--- config.mk ---
export PLATFORM = sky130hd
export DESIGN_NAME = rf_wb_arbiter
export DESIGN_NICKNAME = d
export VERILOG_FILES = /design/src/rtl/rf_wb_pkg.sv /design/src/rtl/rf_wb_scoreboard.sv /design/src/rtl/rf_wb_arbiter.sv
export SDC_FILE = /design/constraint.sdc
export NUM_CORES = 1
export LEC_CHECK = 0
export BUFFER_PORTS_ARGS = -buffer_cell sky130_fd_sc_hd__buf_2
export CORE_UTILIZATION = 25
export CTS_CLUSTER_DIAMETER = 120
export CTS_CLUSTER_SIZE = 24
export DETAILED_ROUTE_END_ITERATION = 6
export PLACE_DENSITY = 0.56
export SKIP_CTS_REPAIR_TIMING = 1
export SYNTH_ARGS = -nofsm -noshare
export SYNTH_HDL_FRONTEND = slang
export SYNTH_HIERARCHICAL = 1
export SYNTH_SLANG_ARGS = --single-unit
--- constraint.sdc ---
create_clock -name clk -period 3.37 [get_ports clk]
set_input_delay 0.337 -clock clk [delete_from_list [all_inputs] [get_ports clk]]
set_output_delay 0.337 -clock clk [all_outputs]
set_load 0.01 [all_outputs]
--- src/rtl/rf_wb_pkg.sv ---
// Shared types and widths for the register-file write-back arbiter.
// The optional scoreboard is built when RF_WB_SCOREBOARD_EN is defined.
package rf_wb_pkg;

  localparam int REG_ADDR_W = 5;
  localparam int DATA_W     = 32;
  localparam int AGE_W      = 4;

  typedef enum logic [1:0] {
    REQ_PIPE,
    REQ_LSU,
    REQ_MDU
  } req_e;

  typedef struct packed {
    logic [REG_ADDR_W-1:0] addr;
    logic [DATA_W-1:0]     data;
  } wb_beat_t;

endpackage

--- src/rtl/rf_wb_scoreboard.sv ---
// Busy vector of registers with an outstanding long-latency write, plus two
// combinational read ports for decode.
module rf_wb_scoreboard
  import rf_wb_pkg::*;
(
  input  logic                  clk,
  input  logic                  rst,
  input  logic                  i_set,
  input  logic [REG_ADDR_W-1:0] i_set_addr,
  input  logic                  i_flush,
  input  logic                  i_clr,
  input  logic [REG_ADDR_W-1:0] i_clr_addr,
  input  logic [REG_ADDR_W-1:0] i_raddr1,
  input  logic [REG_ADDR_W-1:0] i_raddr2,
  output logic                  o_busy1,
  output logic                  o_busy2
);

  logic [2**REG_ADDR_W-1:0] r_busy;
  logic [2**REG_ADDR_W-1:0] w_busy_next;

  // Set is applied after clear so a same-edge collision leaves the bit set.
  always_comb begin
    // NOTE: start from a full default so every path assigns w_busy_next and no latch is inferred.
    w_busy_next = r_busy;
    if (i_clr) w_busy_next[i_clr_addr] = 1'b0;
    if (i_set && (i_set_addr != '0)) w_busy_next[i_set_addr] = 1'b1;
  end

  // NOTE: sequential state uses non-blocking assignments so all flops update together at the edge.
  always_ff @(posedge clk) begin
    if (rst || i_flush) r_busy <= '0;
    else                r_busy <= w_busy_next;
  end

  assign o_busy1 = r_busy[i_raddr1];
  assign o_busy2 = r_busy[i_raddr2];

endmodule

--- src/rtl/rf_wb_arbiter.sv ---
// Write-back arbiter for the single register-file write port: pipe > lsu > mdu
// with age promotion. Scoreboard built only when RF_WB_SCOREBOARD_EN is defined.
module rf_wb_arbiter
  import rf_wb_pkg::*;
#(
  parameter int AGE_MAX = 7
) (
  input  logic                  clk,
  input  logic                  rst,
  input  logic                  pipe_valid,
  input  logic                  lsu_valid,
  input  logic                  mdu_valid,
  output logic                  pipe_ready,
  output logic                  lsu_ready,
  output logic                  mdu_ready,
  input  logic [REG_ADDR_W-1:0] pipe_waddr,
  input  logic [REG_ADDR_W-1:0] lsu_waddr,
  input  logic [REG_ADDR_W-1:0] mdu_waddr,
  input  logic [DATA_W-1:0]     pipe_wdata,
  input  logic [DATA_W-1:0]     lsu_wdata,
  input  logic [DATA_W-1:0]     mdu_wdata,
  output logic                  rf_we,
  output logic [REG_ADDR_W-1:0] rf_waddr,
  output logic [DATA_W-1:0]     rf_wdata,
  input  logic                  sb_set,
  input  logic [REG_ADDR_W-1:0] sb_set_addr,
  input  logic                  sb_flush,
  input  logic [REG_ADDR_W-1:0] sb_raddr1,
  input  logic [REG_ADDR_W-1:0] sb_raddr2,
  output logic                  sb_busy1,
  output logic                  sb_busy2
);

  localparam logic [AGE_W-1:0] AGE_SAT = AGE_W'(AGE_MAX);

  logic [AGE_W-1:0]      r_lsu_age, r_mdu_age;
  logic                  r_we;
  logic [REG_ADDR_W-1:0] r_waddr;
  logic [DATA_W-1:0]     r_wdata;

  logic     w_lsu_aged, w_mdu_aged, w_accept;
  req_e     w_grant;
  wb_beat_t w_beat;

  assign w_lsu_aged = lsu_valid && (r_lsu_age == AGE_SAT);
  assign w_mdu_aged = mdu_valid && (r_mdu_age == AGE_SAT);

  // Aged requesters jump ahead of pipe; nothing is granted while in reset.
  always_comb begin
    w_accept = 1'b0;
    w_grant  = REQ_PIPE;
    if (!rst) begin
      if (w_lsu_aged)      begin w_accept = 1'b1; w_grant = REQ_LSU;  end
      else if (w_mdu_aged) begin w_accept = 1'b1; w_grant = REQ_MDU;  end
      else if (pipe_valid) begin w_accept = 1'b1; w_grant = REQ_PIPE; end
      else if (lsu_valid)  begin w_accept = 1'b1; w_grant = REQ_LSU;  end
      else if (mdu_valid)  begin w_accept = 1'b1; w_grant = REQ_MDU;  end
    end
  end

  assign pipe_ready = w_accept && (w_grant == REQ_PIPE);
  assign lsu_ready  = w_accept && (w_grant == REQ_LSU);
  assign mdu_ready  = w_accept && (w_grant == REQ_MDU);

  always_comb begin
    w_beat = '{addr: pipe_waddr, data: pipe_wdata};
    case (w_grant)
      REQ_LSU: w_beat = '{addr: lsu_waddr, data: lsu_wdata};
      REQ_MDU: w_beat = '{addr: mdu_waddr, data: mdu_wdata};
      default: w_beat = '{addr: pipe_waddr, data: pipe_wdata};
    endcase
  end

  always_ff @(posedge clk) begin
    if (rst) begin
      r_lsu_age <= '0;
      r_mdu_age <= '0;
    end else begin
      if (!lsu_valid || lsu_ready)  r_lsu_age <= '0;
      else if (r_lsu_age != AGE_SAT) r_lsu_age <= r_lsu_age + AGE_W'(1);
      if (!mdu_valid || mdu_ready)  r_mdu_age <= '0;
      else if (r_mdu_age != AGE_SAT) r_mdu_age <= r_mdu_age + AGE_W'(1);
    end
  end

  // Beats to r0 are consumed but never raise the write enable.
  always_ff @(posedge clk) begin
    if (rst) begin
      r_we    <= 1'b0;
      r_waddr <= '0;
      r_wdata <= '0;
    end else if (w_accept) begin
      r_we    <= (w_beat.addr != '0);
      r_waddr <= w_beat.addr;
      r_wdata <= w_beat.data;
    end else begin
      r_we    <= 1'b0;
    end
  end

  assign rf_we    = r_we;
  assign rf_waddr = r_waddr;
  assign rf_wdata = r_wdata;

`ifdef RF_WB_SCOREBOARD_EN
  logic w_clr;
  assign w_clr = w_accept && (w_grant != REQ_PIPE);

  rf_wb_scoreboard u_scoreboard (
    .clk        (clk),
    .rst        (rst),
    .i_set      (sb_set),
    .i_set_addr (sb_set_addr),
    .i_flush    (sb_flush),
    .i_clr      (w_clr),
    .i_clr_addr (w_beat.addr),
    .i_raddr1   (sb_raddr1),
    .i_raddr2   (sb_raddr2),
    .o_busy1    (sb_busy1),
    .o_busy2    (sb_busy2)
  );
`else
  logic w_sb_unused;
  assign w_sb_unused = ^{sb_set, sb_set_addr, sb_flush, sb_raddr1, sb_raddr2};
  assign sb_busy1    = 1'b0;
  assign sb_busy2    = 1'b0;
`endif

endmodule
==> results.txt, run 1 <==
----------------------------------------------------
[Run status]
  Run status ... complete, no violations

[Power]
  Standby leakage power ... 0.001557 µW
  Logic gate share of total power ... 23.8%
  Switching Power ... 335.7 µW
  Fraction of power spent switching nets ... 27.47%
  Clock power share ... 26.8%
  Ratio of total power to cell area ... 362.9 nW/µm²
  Reg power frac ... 49.4%
  Maximum ir drop on the vdd rail ... 0.1641 mV
  Cell-internal power ... 886.5 µW

[Setup path]
  Crit path launch type ... flop
  Critical setup path kind ... flop to flop
  Largest delay share family, worst path ... compound AO/OA/AOI/OAI gates
  Depth of the most critical reg-to-reg path ... 9
  Critical-path cell list ... ha_1, and4b_1, o21ai_0, nand3b_1, ha_1, buf_4, a221o_1, a22o_1, o31a_1
  Worst-case register-to-register setup slack ... 550 ps
  Arrival time worst endpoint ... 3010 ps
  End of the worst register-to-register path ... rf_we
  Worst-path maximum fanout ... 17
  Slowest CP cell ... ha_1
  Buf+Inv Stages, Crit Path ... 1
  RR Startpoint ... r_mdu_age[0]
  Kind of end point of the critical path ... flop
  Crit-path max cell delay ... 470 ps
  Cell repeated most along the worst path ... ha_1
  Data required time at the worst endpoint ... 3560 ps

[Timing]
  Post-Route Setup TNS ... 0 ps
  Setup ws final ... 550.3 ps
  Min Tclk post-route ... 2820 ps
  Clock tree skew after final layout ... 10.96 ps
  Number of endpoints failing setup at the final stage ... 0
  Maximum clock frequency ... 354.6 MHz
  Total count of max-transition violations in the final report ... 0
  Final clock period utilization by the worst path ... 83.67%
  Fin. Hold Viols ... 0
  Worst-Margin Slew ... 711.7 ps
  Worst rel slew slack ... 52.55%
  Setup repair after global routing missed its margin ... false

[Synthesis]
  Post-synthesis cell count ... 280
  Proportion of synthesized flip-flops having asynchronous set or reset ... 0%
  Count of synthesis-stage warnings from yosys ... 6
  Synthesis-stage register bit count ... 46
  Avg Synthesized Cell Area ... 8.638 µm²
  Count of cell types in the netlist ... 32
  Number of enable-type register cells in the synthesized netlist ... 0
  Cell area after synthesis ... 2419 µm²
  Most used DFF post-synth ... dfxtp_1
  Sequential area share after synthesis ... 38.08%

[Global route]
  Remaining global-route overflow ... 0
  Via count of the first global-routing pass ... 2555
  Antenna violations before repair ... 0
  Global-route wire length before repair ... 11870 µm
  Global-route usage over all layers ... 14.71%
  Largest net degree at the start of global routing ... 37

[Route]
  DRC errors left ... 0
  Final wirelength ... 7478 µm
  Number of violations reported at the end of detailed-routing iteration 0 ... 89
  Ratio of routed vias to standard cells ... 4.833
  Vias post-DR ... 2668
  Drt wl/cell ... 13.55 µm
  Drt pass-1 iters ... 4
  Post-route ant nets ... 0

[Cells and area]
  Final #Nets ... 562
  Fill cells ... 997
  Proportion of layout cells with a drive suffix above 1 ... 40.90%
  Post-layout instance area ... 3368 µm²
  Diode count ... 0
  Finished Core Util ... 36.28%
  Synthesis-to-finish area growth ... 39.27%

[Placed design]
  # port buffers ... 156
  Total half-perimeter wirelength after legalization and detailed placement ... 5597 µm
  Dpl cell area ... 3286 µm²
  Routability cong. ... 0.7014
  Place WS ... 570.0 ps

[Clock tree]
  Clock sink total ... 46
  Library cell used as clock root buffer ... clkbuf_8
  Level count of the clock H-tree ... 2
  Clock network latency to the later pin of the worst-skew pair ... 290 ps
  Max clock buf depth ... 2
  CTS tree ... done
  Clock transition at the register clock pins on the worst setup and hold paths after CTS ... 90 ps
  CTS buffer count ... 5

[Floorplan]
  Horizontal die dimension ... 100.4 µm
  Top-Level Pins ... 176
  Chip height ... 100.4 µm
  Core box area ... 9284 µm²
  Cell row count ... 35
  Initial cell density of the core ... 26.05%
  Area of the die ... 10070 µm²

[Hold path]
  End point of the worst hold path ... rf_wdata[1]
  Cell depth of the worst hold path ... 3
  Worst min-delay path startpoint ... pipe_wdata[1]
  Type of the worst min-delay path ... primary input to flop

[Flow run]
  Number of max-cap violations ... 0

----------------------------------------------------
-- how the worst max path moves through the flow --
| stage | from | endpoint | slack [ps] | cells past startpoint |
|---|---|---|---|---|
| floorplan | r_mdu_age[0] | rf_we | 990 | 9 |
| global placement | r_mdu_age[0] | rf_we | 610 | 9 |
| detailed placement | r_mdu_age[0] | rf_we | 570 | 9 |
| CTS | r_mdu_age[0] | mdu_ready | 530 | 7 |
| global route | r_mdu_age[0] | rf_we | 270 | 9 |
| finish | r_mdu_age[0] | rf_we | 550 | 9 |
-- cells in the mapped netlist, types with 2 or more instances --
library cell / n / area, µm²
dfxtp_1: 46 / 920.9
a21oi_1: 39 / 195.2
nand2_1: 37 / 138.9
a221o_1: 36 / 360.4
o211ai_1: 32 / 240.2
buf_2: 16 / 80.08
nor2_1: 11 / 41.29
clkbuf_1: 8 / 30.03
nand3_1: 8 / 40.04
ha_1: 5 / 62.56
buf_4: 4 / 30.03
mux2i_1: 4 / 40.04
o21ai_0: 4 / 20.02
and2_1: 3 / 18.77
nand2b_1: 3 / 18.77
nand3b_1: 3 / 22.52
nor2b_1: 3 / 18.77
a22o_1: 2 / 17.52
or2b_1: 2 / 15.01
xnor2_1: 2 / 17.52
-- kinds of logic (layout without fill, tap and decap cells) --
family                   after synthesis  count (layout)  share of synthesized area, %
adder cells (fa/ha/maj)                5               5                         2.587
buffers and inverters                 30             172                         6.415
flip-flops                            46              46                         38.08
AND/OR/NAND/NOR                       75              75                         14.59
XOR/XNOR                               2               2                        0.7244
AO/OA/AOI/OAI                        117             117                         35.80
multiplexers                           4               4                         1.656
other                                  1               2                        0.1551
-- state kept, by name, indices dropped and copies added (netlist names) --
| name | flops |
|---|---|
| rf_wdata | 32 |
| rf_waddr | 5 |
| r_lsu_age | 4 |
| r_mdu_age | 4 |
| rf_we | 1 |
-- metrics by stage --
| step | std cells | hold slack, ps | power (µW) |
|---|---|---|---|
| after floorplan | 281 | 476.1 | 773.0 |
| after global placement | 546 | 435.4 | 905.5 |
| after detailed placement | 546 | 441.3 | 910.5 |
| after CTS | 552 | 349.9 | 1248 |
| after global routing | 552 | 366.3 | 1301 |
| final | 552 | 359.1 | 1222 |
-- layout by cell type, fill, tap and decap left out, types with 3 or more instances in the layout --
master	netlist	final
nand2_1	37	37
nor2b_1	3	3
and2_1	3	3
a221o_1	36	36
clkbuf_8	0	6
nand3b_1	3	3
o211ai_1	32	32
o21ai_0	4	4
buf_2	16	156
mux2i_1	4	4
a21oi_1	39	39
nand2b_1	3	3
ha_1	5	5
dfxtp_1	46	46
nor2_1	11	11
nand3_1	8	8
buf_4	4	9
-- worst reg2reg max path, delay by kind of cell (launching register included) --
kind	cells	cell delay, ps
buf+inv	1	320
flops	1	340
fa+ha+maj	2	720
compound gates	4	990
simple gates	2	340
-- layout make-up --
type | instances | area [µm²] | share of cell area (%)
Clock buffer | 6 | 82.58 | 2.452
Tap cell | 129 | 161.4 | 4.792
Inverter | 1 | 3.754 | 0.1114
Sequential cell | 46 | 920.9 | 27.34
Multi-Input combinational cell | 205 | 1351 | 40.12
Timing Repair Buffer | 165 | 848.3 | 25.19
-- layer usage --
metal | GRT usage (%) | up-vias | share of wire (%)
met5 | 0 | - | 0
met4 | 3.010 | 0 | 0.76
met3 | 3.691 | 5 | 7.4
met2 | 26.08 | 96 | 48
met1 | 17.95 | 1217 | 44
li1 | - | 1350 | -
-- power groups by stage --
stage	combinational [µW]	sequential, µW	clock, µW
after floorplan	138	635	0
after global placement	291	615	0
after detailed placement	294	616	0
after CTS	296	604	349
after global routing	325	609	368
final	291	604	328
No activity file was read; power rests on OpenSTA's default activity.
==> run 2: changes to the inputs <==
- PLACE_DENSITY: 0.56 -> 0.58
- clock period: 3.37 -> 2.35 ns (I/O delays scaled with it)
==> results.txt, run 2 (same netlist as run 1, synthesis figures left out) <==
----------------------------------------------------
[Run status]
  Run status ... complete, no violations

[Floorplan]
  Core box area ... 9284 µm²
  Horizontal die dimension ... 100.4 µm
  Top-Level Pins ... 176
  Initial cell density of the core ... 26.05%
  Chip height ... 100.4 µm
  Area of the die ... 10070 µm²
  Cell row count ... 35

[Route]
  Final wirelength ... 7915 µm
  Drt pass-1 iters ... 4
  Post-route ant nets ... 0
  Ratio of routed vias to standard cells ... 4.829
  Vias post-DR ... 2762
  Drt wl/cell ... 13.84 µm
  Number of violations reported at the end of detailed-routing iteration 0 ... 71
  DRC errors left ... 0

[Placed design]
  Place WS ... -91.37 ps
  Dpl cell area ... 3376 µm²
  # port buffers ... 156
  Total half-perimeter wirelength after legalization and detailed placement ... 5978 µm
  Routability cong. ... 0.7836
  Cell Count Post-Placement ... 558

[Global route]
  Via count of the first global-routing pass ... 2579
  Remaining global-route overflow ... 0
  Antenna violations before repair ... 0
  Largest net degree at the start of global routing ... 37
  Global-route wire length before repair ... 12000 µm
  Global-route usage over all layers ... 15.00%

[Clock tree]
  Level count of the clock H-tree ... 2
  Library cell used as clock root buffer ... clkbuf_8
  Clock network latency to the later pin of the worst-skew pair ... 300 ps
  Clock sink total ... 46
  Max clock buf depth ... 2
  Clock transition at the register clock pins on the worst setup and hold paths after CTS ... 90 ps
  CTS tree ... done
  CTS buffer count ... 5

[Power]
  Standby leakage power ... 0.001659 µW
  Fraction of power spent switching nets ... 28.18%
  Logic gate share of total power ... 24.9%
  Switching Power ... 511.4 µW
  Total power consumption of the routed design ... 1815 µW
  Clock power share ... 27.4%
  Maximum ir drop on the vdd rail ... 0.2054 mV
  Ratio of total power to cell area ... 504.1 nW/µm²
  Cell-internal power ... 1303 µW
  Reg power frac ... 47.7%

[Timing]
  Min Tclk post-route ... 2268 ps
  Final clock period utilization by the worst path ... 96.50%
  Setup ws final ... 82.16 ps
  Fin. Hold Viols ... 0
  Total count of max-transition violations in the final report ... 0
  Number of endpoints failing setup at the final stage ... 0
  Clock tree skew after final layout ... 14.13 ps
  Worst Hold Slack ... 254.5 ps
  Maximum clock frequency ... 440.9 MHz

[Hold path]
  Type of the worst min-delay path ... primary input to flop

[Cells and area]
  Diode count ... 0
  Most common cell after layout, fill and taps aside ... buf_2
  Cell Count, Final, Fillers Out ... 572
  Most frequent cells in the layout ... buf_2 (156), dfxtp_1 (42), a21oi_1 (38)
  Proportion of layout cells with a drive suffix above 1 ... 46.50%
  Final #Nets ... 580
  Largest register FFs ... 32
  Synthesis-to-finish area growth ... 48.84%
  Post-layout instance area ... 3600 µm²

[Setup path]
  Kind of end point of the critical path ... flop
  Arrival time worst endpoint ... 2460 ps
  Data required time at the worst endpoint ... 2540 ps
  Worst-path maximum fanout ... 5
  Critical setup path kind ... flop to flop
  Crit path launch type ... flop

[Flow run]
  Number of max-cap violations ... 0

----------------------------------------------------
==> run 2: cell types whose count changed in the layout (fill, tap and decap cells not counted), moves of 3 or more <==
cell and change:
buf_4 +15, dfxtp_1 -4, dfxtp_2 +4, ha_1 -4
buf_6 +3, ha_4 +3
==> run 2: area by class of cell <==
| type | count | area, µm² |
|---|---|---|
| Fill cell | 992 | 5684 |
| Multi-Input combinational cell | 205 | 1419 |
| Timing Repair Buffer | 183 | 994.7 |
| Sequential cell | 46 | 925.9 |
| Tap cell | 129 | 161.4 |
| Clock buffer | 6 | 82.58 |
| Clock inverter | 2 | 12.51 |
| Inverter | 1 | 3.754 |
==> run 2: per-layer routing <==
| layer | vias up | track usage [%] | routed length [µm] |
|---|---|---|---|
| met5 | - | 0 | 0 |
| li1 | 1388 | - | - |
| met2 | 103 | 26.55 | 3792 |
| met3 | 2 | 3.691 | 526 |
| met4 | 0 | 3.456 | 17 |
| met1 | 1269 | 18.25 | 3578 |
==> run 2: power groups by stage <==
| stage | Sequential [µW] | Combinational (µW) | Clock, µW |
|---|---|---|---|
| global placement | 880 | 430 | 0 |
| detailed placement | 882 | 437 | 0 |
| floorplan | 910 | 199 | 0 |
| finish | 866 | 451 | 497 |
| CTS | 864 | 438 | 527 |
| global route | 873 | 497 | 561 |
==> run 2: stage by stage <==
stage                     utilization, %  setup TNS [ps]
after floorplan                        -               0
after global placement             36.36          -38.24
after detailed placement           36.36          -143.0
after CTS                          37.39          -691.9
after global routing               38.77          -5.133
final                              38.77               0
==> run 2: worst paths after layout <==
kind | slack (ps) | depth (start not counted) | endpoint | startpoint
hold / removal | 250 | 3 | rf_wdata[2] | pipe_wdata[2]
setup / recovery | 80 | 9 | rf_we | r_mdu_age[0]
hold reg to reg | 450 | 2 | rf_wdata[31] | rf_wdata[31]
setup reg to reg | 80 | 9 | rf_we | r_mdu_age[0]
==> run 2: worst max-delay path, stage by stage, from the launching register on <==
cell and delay (ps):
dfxtp_2 360, ha_4 140, nand3b_1 170, a21oi_2 250, o21ai_4 90, ha_4 280, buf_4 140, a221o_1 270
a22o_1 220, o31a_1 240
==> run 3: changes to the inputs <==
- ABC_AREA: not set -> 1
- PLACE_DENSITY: 0.58 -> 0.56
==> results.txt, run 3 <==
----------------------------------------------------
[Run status]
  Run status ... complete, no violations

[Route]
  Vias post-DR ... 3127
  Wire length on met2 ... 3851 µm
  Met3 routed WL ... 565 µm
  Routed length on met1 ... 3651 µm
  Post-route ant nets ... 0
  Drt wl/cell ... 11.17 µm
  Final wirelength ... 8122 µm
  Number of violations reported at the end of detailed-routing iteration 0 ... 115
  Top Layer Used ... met4
  Drt pass-1 iters ... 4
  DRC errors left ... 0
  Ratio of routed vias to standard cells ... 4.301

[Timing]
  Clock tree skew after final layout ... 5.241 ps
  Post-Route Setup TNS ... 0 ps
  Worst-Margin Slew ... 578.0 ps
  Setup ws final ... 106.2 ps
  Total count of max-transition violations in the final report ... 0
  Worst rel slew slack ... 61.41%
  Number of endpoints failing setup at the final stage ... 0
  Final clock period utilization by the worst path ... 95.48%
  Min Tclk post-route ... 2244 ps
  Worst Hold Slack ... 246.6 ps
  Fin. Hold Viols ... 0
  Maximum clock frequency ... 445.7 MHz

[Floorplan]
  Top-Level Pins ... 176
  Horizontal die dimension ... 106.4 µm
  Cell row count ... 37
  Area of the die ... 11330 µm²
  Chip height ... 106.4 µm
  Core box area ... 10460 µm²
  Initial cell density of the core ... 26.06%

[Cells and area]
  Largest register FFs ... 32
  Most frequent cells in the layout ... buf_2 (156), nand2_1 (152), nor2_1 (61)
  Cell Count, Final, Fillers Out ... 727
  Register area ... 924.6 µm²
  Fill cells ... 1151
  Proportion of layout cells with a drive suffix above 1 ... 40.61%
  Most common cell after layout, fill and taps aside ... buf_2
  Diode count ... 0
  Synthesis-to-finish area growth ... 43.60%
  Final #Nets ... 729
  Area occupied by multi-input gates ... 1658 µm²

[Synthesis]
  Cell taking the most area after synthesis ... dfxtp_1
  Share of the synthesized area in compound gates (AO/OA/AOI/OAI) ... 11.89%
  Post-synthesis cell count ... 434
  Area contributors post-synth ... dfxtp_1 (34%), nand2_1 (21%), nor2_1 (8.7%)
  Adder-cell share of the synthesized area ... 2.295%
  Synthesized-area fraction occupied by and/or/nand/nor cells ... 43.51%
  Avg Synthesized Cell Area ... 6.282 µm²
  Multiplexer share of the synthesized area ... 0%
  Dominant combinational cell family by area after synthesis ... simple AND/OR/NAND/NOR gates
  Leading cell type by number of instances after synthesis ... nand2_1
  Cell area after synthesis ... 2726 µm²
  Number of enable-type register cells in the synthesized netlist ... 0
  Synth cell count leaders ... nand2_1 (154), nor2_1 (63), dfxtp_1 (46), nand3_1 (41), a21oi_1 (27)
  Proportion of synthesized flip-flops having asynchronous set or reset ... 0%
  Synth top area share ... 33.78%
  Fraction of synthesized cell area in xor and xnor cells ... 0.3212%
  Sequential area share after synthesis ... 33.78%
  Most used DFF post-synth ... dfxtp_1
  Synthesis-stage register bit count ... 46
  Count of synthesis-stage warnings from yosys ... 6
  Count of cell types in the netlist ... 26

[Placed design]
  # port buffers ... 156
  Routability cong. ... 0.7957
  Total half-perimeter wirelength after legalization and detailed placement ... 6092 µm
  Cell Count Post-Placement ... 713
  Place WS ... -70.26 ps

[Power]
  Standby leakage power ... 0.001791 µW
  Ratio of total power to cell area ... 447.6 nW/µm²
  Maximum ir drop on the vdd rail ... 0.1920 mV

[Clock tree]
  CTS buffer count ... 5
  Clock sink total ... 46
  Level count of the clock H-tree ... 2
  Clock transition at the register clock pins on the worst setup and hold paths after CTS ... 80 ps
  CTS tree ... done
  Clock network latency to the later pin of the worst-skew pair ... 290 ps
  Max clock buf depth ... 2
  Library cell used as clock root buffer ... clkbuf_8

[Flow run]
  Number of max-cap violations ... 0

[Setup path]
  Arrival time worst endpoint ... 2010 ps
  Kind of end point of the critical path ... primary output
  Worst-path maximum fanout ... 5
  Critical setup path kind ... flop to primary output
  Data required time at the worst endpoint ... 2120 ps
  Crit path launch type ... flop

[Global route]
  Via count of the first global-routing pass ... 2934
  Global-route wire length before repair ... 12990 µm
  Remaining global-route overflow ... 0
  Largest net degree at the start of global routing ... 35
  Global-route usage over all layers ... 14.05%
  Antenna violations before repair ... 0

[Hold path]
  Type of the worst min-delay path ... primary input to flop

----------------------------------------------------
==> run 3: stage by stage <==
step	power (µW)	instance area (µm²)	utilization, %
after floorplan	1104	2730	-
after global placement	1296	3694	35.30
after CTS	1771	3770	36.03
after detailed placement	1301	3694	35.30
after global routing	1879	3915	37.42
final	1752	3915	37.42
==> run 3: worst paths after layout <==
path,from,end,cells after the start,slack (ps)
worst min-delay path,pipe_waddr[3],rf_waddr[3],3,250
worst min register to register,rf_wdata[12],rf_wdata[12],2,460
worst max register to register,r_mdu_age[0],rf_we,13,170
worst max-delay path,r_mdu_age[0],mdu_ready,11,110
==> run 3: cell families after synthesis <==
family                     after synthesis
buffers and inverters                   44
AOI/OAI and AO/OA                       53
adders and majority gates                5
DFF                                     46
other                                    1
and+or+nand+nor                        284
xor gates and xnor gates                 1
==> run 3: layout make-up <==
| class | count | share of cell area [%] |
|---|---|---|
| clock buffers | 7 | 1.950 |
| multi-input cells | 345 | 42.35 |
| well taps | 136 | 4.346 |
| inverters | 15 | 1.534 |
| repair buffers | 178 | 26.21 |
| flip-flops and latches | 46 | 23.62 |
==> run 3: worst max-delay path: stages, from the launching register on <==
cell and delay (ps):
dfxtp_2 360, ha_4 150, nand2_4 70, nor2_4 150, nor2_1 70, nor3_2 230, buf_4 160, ha_4 150
buf_12 90, inv_1 40, nor2_1 90, buf_2 150
==> run 3: routing by layer <==
| metal | track usage [%] | up-vias |
|---|---|---|
| met4 | 3.229 | 0 |
| met2 | 24.72 | 112 |
| met1 | 17.27 | 1336 |
| met3 | 3.250 | 5 |
| met5 | 0 | - |
| li1 | - | 1674 |
==> run 3: report_power, final <==
group | switching [µW] | leakage (µW) | internal, µW | total (µW)
combinational | 238 | 0.00137 | 212 | 450
sequential | 22.3 | 0.000379 | 823 | 845
clock | 252 | 0.0000383 | 205 | 457
total | 512 | 0.00179 | 1240 | 1750
